`config.mk`:
```
export PLATFORM = sky130hd
export DESIGN_NAME = ec1_run_sequencer_flat
export DESIGN_NICKNAME = d
export VERILOG_FILES = /design/src/rtl/ec1_run_sequencer_if.sv /design/src/rtl/ec1_run_sequencer.sv /design/src/flat_wrapper.sv
export SDC_FILE = /design/constraint.sdc
export NUM_CORES = 1
export LEC_CHECK = 0
export CORE_ASPECT_RATIO = 0.5
export CORE_UTILIZATION = 25
export CTS_BUF_LIST = sky130_fd_sc_hd__clkbuf_4 sky130_fd_sc_hd__clkbuf_8
export DETAILED_ROUTE_END_ITERATION = 7
export GPL_TIMING_DRIVEN = 0
export PLACE_DENSITY = 0.57
export SYNTH_ARGS = -nofsm -noshare
export SYNTH_HDL_FRONTEND = slang
export SYNTH_SLANG_ARGS = --single-unit
```
`constraint.sdc`:
```
create_clock -name clk -period 2.66 [get_ports clk]
set_input_delay 0.665 -clock clk [delete_from_list [all_inputs] [get_ports clk]]
set_output_delay 0.665 -clock clk [all_outputs]
set_load 0.02 [all_outputs]
```
`src/rtl/ec1_run_sequencer_if.sv`:
```
// Handshake, EC1 drive and status bundle for ec1_run_sequencer.
// The slave side is the sequencer; the master side is the requester, consumer and EC1 model.
interface ec1_run_sequencer_if;
  logic       job_valid;
  logic [7:0] job_a;
  logic       job_ready;
  logic [7:0] ec_A;
  logic       ec_Reset;
  logic [7:0] ec_led;
  logic       ec_H;
  logic       result_valid;
  logic       result_ready;
  logic [7:0] result_led;
  logic       result_timeout;
  logic       busy;
  logic [7:0] jobs_done;

  modport slave (
    input  job_valid, job_a, ec_led, ec_H, result_ready,
    output job_ready, ec_A, ec_Reset, result_valid, result_led, result_timeout, busy, jobs_done
  );
  modport master (
    output job_valid, job_a, ec_led, ec_H, result_ready,
    input  job_ready, ec_A, ec_Reset, result_valid, result_led, result_timeout, busy, jobs_done
  );
endinterface

```
`src/rtl/ec1_run_sequencer.sv`:
```
// Runs one EC1 job per accepted operand: hold in reset, release, wait for H or timeout,
// then present the captured led value until the consumer takes it.
module ec1_run_sequencer #(
  parameter int RST_CYCLES = 5,
  parameter int TIMEOUT    = 1000
) (
  input logic                 clk,
  input logic                 Reset,
  ec1_run_sequencer_if.slave  bus
);
  typedef enum logic [1:0] {S_IDLE, S_RESET, S_RUN, S_DONE} state_t;

  localparam logic [15:0] RST_LAST = 16'(RST_CYCLES - 1);
  localparam logic [15:0] TMO_LAST = 16'(TIMEOUT - 1);

  state_t      r_state, w_state_nxt;
  logic [15:0] r_cnt, w_cnt_nxt;
  logic [7:0]  r_a, r_led, r_jobs;
  logic        r_tmo;
  logic        w_accept, w_capture, w_capture_tmo, w_complete;

  always_comb begin
    w_state_nxt   = r_state;
    w_cnt_nxt     = r_cnt;
    w_accept      = 1'b0;
    w_capture     = 1'b0;
    w_capture_tmo = 1'b0;
    w_complete    = 1'b0;
    unique case (r_state)
      S_IDLE: if (bus.job_valid) begin
        w_accept    = 1'b1;
        w_cnt_nxt   = '0;
        w_state_nxt = S_RESET;
      end
      S_RESET: if (r_cnt == RST_LAST) begin
        w_cnt_nxt   = '0;
        w_state_nxt = S_RUN;
      end else begin
        w_cnt_nxt = r_cnt + 16'd1;
      end
      // H has priority over the timeout limit landing on the same cycle
      S_RUN: if (bus.ec_H) begin
        w_capture   = 1'b1;
        w_state_nxt = S_DONE;
      end else if (r_cnt == TMO_LAST) begin
        w_capture     = 1'b1;
        w_capture_tmo = 1'b1;
        w_state_nxt   = S_DONE;
      end else begin
        w_cnt_nxt = r_cnt + 16'd1;
      end
      S_DONE: if (bus.result_ready) begin
        w_complete  = 1'b1;
        w_state_nxt = S_IDLE;
      end
      default: w_state_nxt = S_IDLE;
    endcase
  end

  always_ff @(posedge clk) begin
    if (Reset) begin
      r_state <= S_IDLE;
      r_cnt   <= '0;
      r_a     <= '0;
      r_led   <= '0;
      r_tmo   <= 1'b0;
      r_jobs  <= '0;
    end else begin
      r_state <= w_state_nxt;
      r_cnt   <= w_cnt_nxt;
      if (w_accept)   r_a    <= bus.job_a;
      if (w_capture)  begin
        r_led <= bus.ec_led;
        r_tmo <= w_capture_tmo;
      end
      if (w_complete) r_jobs <= r_jobs + 8'd1;
    end
  end

  // Handshake outputs are pure state decodes so neither side sees a combinational loop
  assign bus.job_ready      = (r_state == S_IDLE);
  assign bus.result_valid   = (r_state == S_DONE);
  assign bus.ec_Reset       = (r_state != S_RUN);
  assign bus.busy           = (r_state != S_IDLE);
  assign bus.ec_A           = r_a;
  assign bus.result_led     = r_led;
  assign bus.result_timeout = r_tmo;
  assign bus.jobs_done      = r_jobs;
endmodule
```
`src/flat_wrapper.sv`:
```
// flat-port wrapper written by rule: the top's interface ports become plain ports
module ec1_run_sequencer_flat 
#(
  parameter int RST_CYCLES = 5,
  parameter int TIMEOUT    = 1000
)
  (clk, Reset, bus_job_valid, bus_job_a, bus_ec_led, bus_ec_H, bus_result_ready, bus_job_ready, bus_ec_A, bus_ec_Reset, bus_result_valid, bus_result_led, bus_result_timeout, bus_busy, bus_jobs_done);
  ec1_run_sequencer_if bus_i ();
  input logic clk;
  input logic Reset;
  input wire logic [$bits(bus_i.job_valid)-1:0] bus_job_valid;
  input wire logic [$bits(bus_i.job_a)-1:0] bus_job_a;
  input wire logic [$bits(bus_i.ec_led)-1:0] bus_ec_led;
  input wire logic [$bits(bus_i.ec_H)-1:0] bus_ec_H;
  input wire logic [$bits(bus_i.result_ready)-1:0] bus_result_ready;
  output wire logic [$bits(bus_i.job_ready)-1:0] bus_job_ready;
  output wire logic [$bits(bus_i.ec_A)-1:0] bus_ec_A;
  output wire logic [$bits(bus_i.ec_Reset)-1:0] bus_ec_Reset;
  output wire logic [$bits(bus_i.result_valid)-1:0] bus_result_valid;
  output wire logic [$bits(bus_i.result_led)-1:0] bus_result_led;
  output wire logic [$bits(bus_i.result_timeout)-1:0] bus_result_timeout;
  output wire logic [$bits(bus_i.busy)-1:0] bus_busy;
  output wire logic [$bits(bus_i.jobs_done)-1:0] bus_jobs_done;
  assign bus_i.job_valid = bus_job_valid;
  assign bus_i.job_a = bus_job_a;
  assign bus_i.ec_led = bus_ec_led;
  assign bus_i.ec_H = bus_ec_H;
  assign bus_i.result_ready = bus_result_ready;
  assign bus_job_ready = bus_i.job_ready;
  assign bus_ec_A = bus_i.ec_A;
  assign bus_ec_Reset = bus_i.ec_Reset;
  assign bus_result_valid = bus_i.result_valid;
  assign bus_result_led = bus_i.result_led;
  assign bus_result_timeout = bus_i.result_timeout;
  assign bus_busy = bus_i.busy;
  assign bus_jobs_done = bus_i.jobs_done;
  ec1_run_sequencer #(.RST_CYCLES(RST_CYCLES), .TIMEOUT(TIMEOUT)) u_core (.clk(clk), .Reset(Reset), .bus(bus_i));
endmodule
```
==> results.toml <==
[power]
combPwrFrac_pct = 38.9
sw_frac_of_total_pct = 36.4
ir_worst_vdd_uv = 249
power_switching_uw = 763
p_total_uw = 2100
clkPwrFrac_pct = 25.4
p_int_uw = 1340
seqPwrFrac_pct = 35.7
power_density_mw_per_mm2 = 740
p_leak_uw = 0.00100

[detailed_routing]
antenna_left = 0
drtIter0Drc = 98
first_pass_iters = 4
routedWlPerCell_um = 12.8
finalWirelength_um = 5250
routed-via-count = 1935
drc = 0
vias_per_cell = 4.72

[yosys]
yosysMostFrequentCell = "dfxtp_1"
synth_top_family_by_area = "simple AND/OR/NAND/NOR gates"
syn_avg_cell_area_um2 = 8.67
synthDistinctLibCells = 45
synth_xor_xnor_area_share_pct = 2.92
yosys_most_used_dff = "dfxtp_1"
yosys.area_share.simple_pct = 27.2
synth_nets = 271
synthTopCellsByArea = "dfxtp_1 (41%), nand3_1 (5.0%), ha_1 (4.8%), mux2i_1 (4.8%), a21oi_1 (4.5%)"
muxShareOfSynthArea_pct = 4.77
yosys-top-cells-count = "dfxtp_1 (43), nand2_1 (21), nand3_1 (21)"
synth_edf_count = 0
synth_fa_ha_area_share_pct = 4.77
syn-cell-area_mm2 = 0.00210
synth_compound_area_share_pct = 14.1
synth_area_leader_cell = "dfxtp_1"
yosysTopAreaCellShare_pct = 41.1
synth-seq-cells = 43
yosys_warnings = 0
ys_seq_area_share_pct = 41.1
netlist_instances = 242
async_reset_ff_share_pct = 0

[timing]
final-hold-violation-count = 0
holdWs_ns = 0.456
relSlewSlack_pct = 63.7
worst_slew_pin_slew_ns = 0.541
fin_crit_sh_pct = 89.2
rsz0062_at_grt = "false"
fin_tns_setup_ns = 0
fin_crit_ns = 2.37
finClkSkew_ns = 0.00930
slew_violations = 0
setup_viol = 0
fmax_mhz = 421

[placed_design]
dp_hpwl_um = 3880
place.gp.congestion = 0.841
port_buffers = 48

[cts]
clk_path_buf_depth = 2
insertion_delay_ns = 0.30
postCtsSetupBuffers = 0
htreeDepth = 2
clkSlewWorstSetupHoldPaths_ns = 0.08
cts.sinks = 43
root_buffer = "clkbuf_8"
tritoncts = "yes"
numCtsBuffers = 5
postCtsHoldBufs = 0

[worst_setup_path]
crit_path_end_kind = "output port"
startpoint_type = "flop"
path_class = "flop to output port"
path_max_fanout = 7
cp.required_ns = 2.00
crit_arrival_ns = 1.71

[floorplan]
start_util_pct = 26.0
die_y_um = 66.8
pin_count = 50
dieArea_mm2 = 0.00878
fp.coreArea_mm2 = 0.00806
fp-row-count = 23
fp.dieW_um = 132

[cells_and_area]
regArea_um2 = 861
fillers = 827
antenna_cells = 0
finish.utilization_pct = 35.2
multiInputGateArea_mm2 = 0.00113
drive_above_1_share_pct = 8.39
syn2layout_area_growth_pct = 35.3
nets = 326

[global_routing]
overflow = 0
antenna_found_initial = 0
grt_usage_pct = 12.4
grt_pass1_wl_um = 8730
grt_max_degree = 14
grt_pass1_vias = 1887

[flow_run]
max_cap_violations = 0

[run_status]
status = "complete, no violations"

[hold_path]
hold_class = "flop to flop"
==> worst max-delay path, cell delays in order (launching register included) <==
cell             delay, ns
dfxtp_1               0.40
ha_1                  0.35
clkdlybuf4s50_1       0.67
==> metrics by stage <==
stage	cells	area, um^2	worst slack (ns)
2_1_floorplan	242	2100	0.537
3_3_place_gp	402	2720	0.290
3_5_place_dp	402	2720	0.259
4_1_cts	410	2830	0.0306
5_1_grt	410	2840	0.132
6_report	410	2840	0.287
==> registers in the layout, indices dropped and copies added (netlist names) <==
name / count
u_core.bus.jobs_done: 8
u_core.r_state: 2
u_core.bus.ec_A: 8
u_core.r_cnt: 16
u_core.bus.result_led: 8
u_core.bus.result_timeout: 1
==> cell usage in the layout, fill, tap and decap left out, drive strengths merged, types with 2 or more instances in the layout <==
cell,instances
a21oi,20
a31oi,2
and2,2
and4,4
buf,10
clkbuf,9
clkdlybuf4s50,46
dfxtp,43
ha,8
inv,11
mux2i,10
nand2,21
nand2b,3
nand3,22
nand4,7
nor2,20
nor4,4
o21a,3
o21ai,7
o31a,2
o31ai,7
or3,5
or4,11
xnor2,3
xor2,4
==> layer usage <==
metal / vias to the layer above / GRT usage [%] / routed length (um)
li1: 980 / - / -
met1: 914 / 14.8 / 2470
met2: 34 / 22.4 / 2500
met3: 7 / 2.44 / 214
met4: 0 / 4.65 / 70
met5: - / 0 / 0
==> power groups by stage <==
| stage | Combinational [uW] | Clock (uW) | Sequential [uW] |
|---|---|---|---|
| after floorplan | 485 | 0 | 801 |
| after global placement | 801 | 0 | 760 |
| after detailed placement | 819 | 0 | 765 |
| after CTS | 819 | 549 | 751 |
| after global routing | 896 | 569 | 759 |
| final | 816 | 532 | 750 |
==> path summary, 6_finish.rpt <==
check                                     to  slack [ns]                             from  depth (start not counted)
min reg2reg  u_core.bus.ec_A[6]$_SDFFE_PP0P_        0.46  u_core.bus.ec_A[6]$_SDFFE_PP0P_                          2
max reg2reg     u_core.r_cnt[9]$_SDFFE_PP0P_        0.48     u_core.r_cnt[0]$_SDFFE_PP0P_                          7
max                         bus_result_valid        0.29   u_core.r_state[1]$_SDFFE_PP0P_                          2
min          u_core.bus.ec_A[6]$_SDFFE_PP0P_        0.46  u_core.bus.ec_A[6]$_SDFFE_PP0P_                          2
==> what timing repair did <==
item	CTS	global route
pin swaps	0	0
endpoints found under the setup margin	1	1
endpoints found under the hold margin	0	0
gates resized for setup	1	3
==> cell families (layout without fill, tap and decap cells) <==
family / Yosys count / after routing
AO/OA/AOI/OAI: 46 / 46
XOR/XNOR: 7 / 7
adder cells (fa/ha/maj): 8 / 8
buffers and inverters: 24 / 80
flip-flops: 43 / 43
multiplexers: 10 / 10
AND/OR/NAND/NOR: 104 / 104
==> area by class of cell <==
class / count / share of cell area (%)
plain buffers: 13 / 2.43
clock buffers: 6 / 2.91
clock inverters: 2 / 1.23
inverters: 11 / 1.46
multi-input cells: 175 / 39.7
flip-flops and latches: 43 / 30.3
well taps: 112 / 4.94
repair buffers: 48 / 17.0
(Power assumes the default switching activity.)
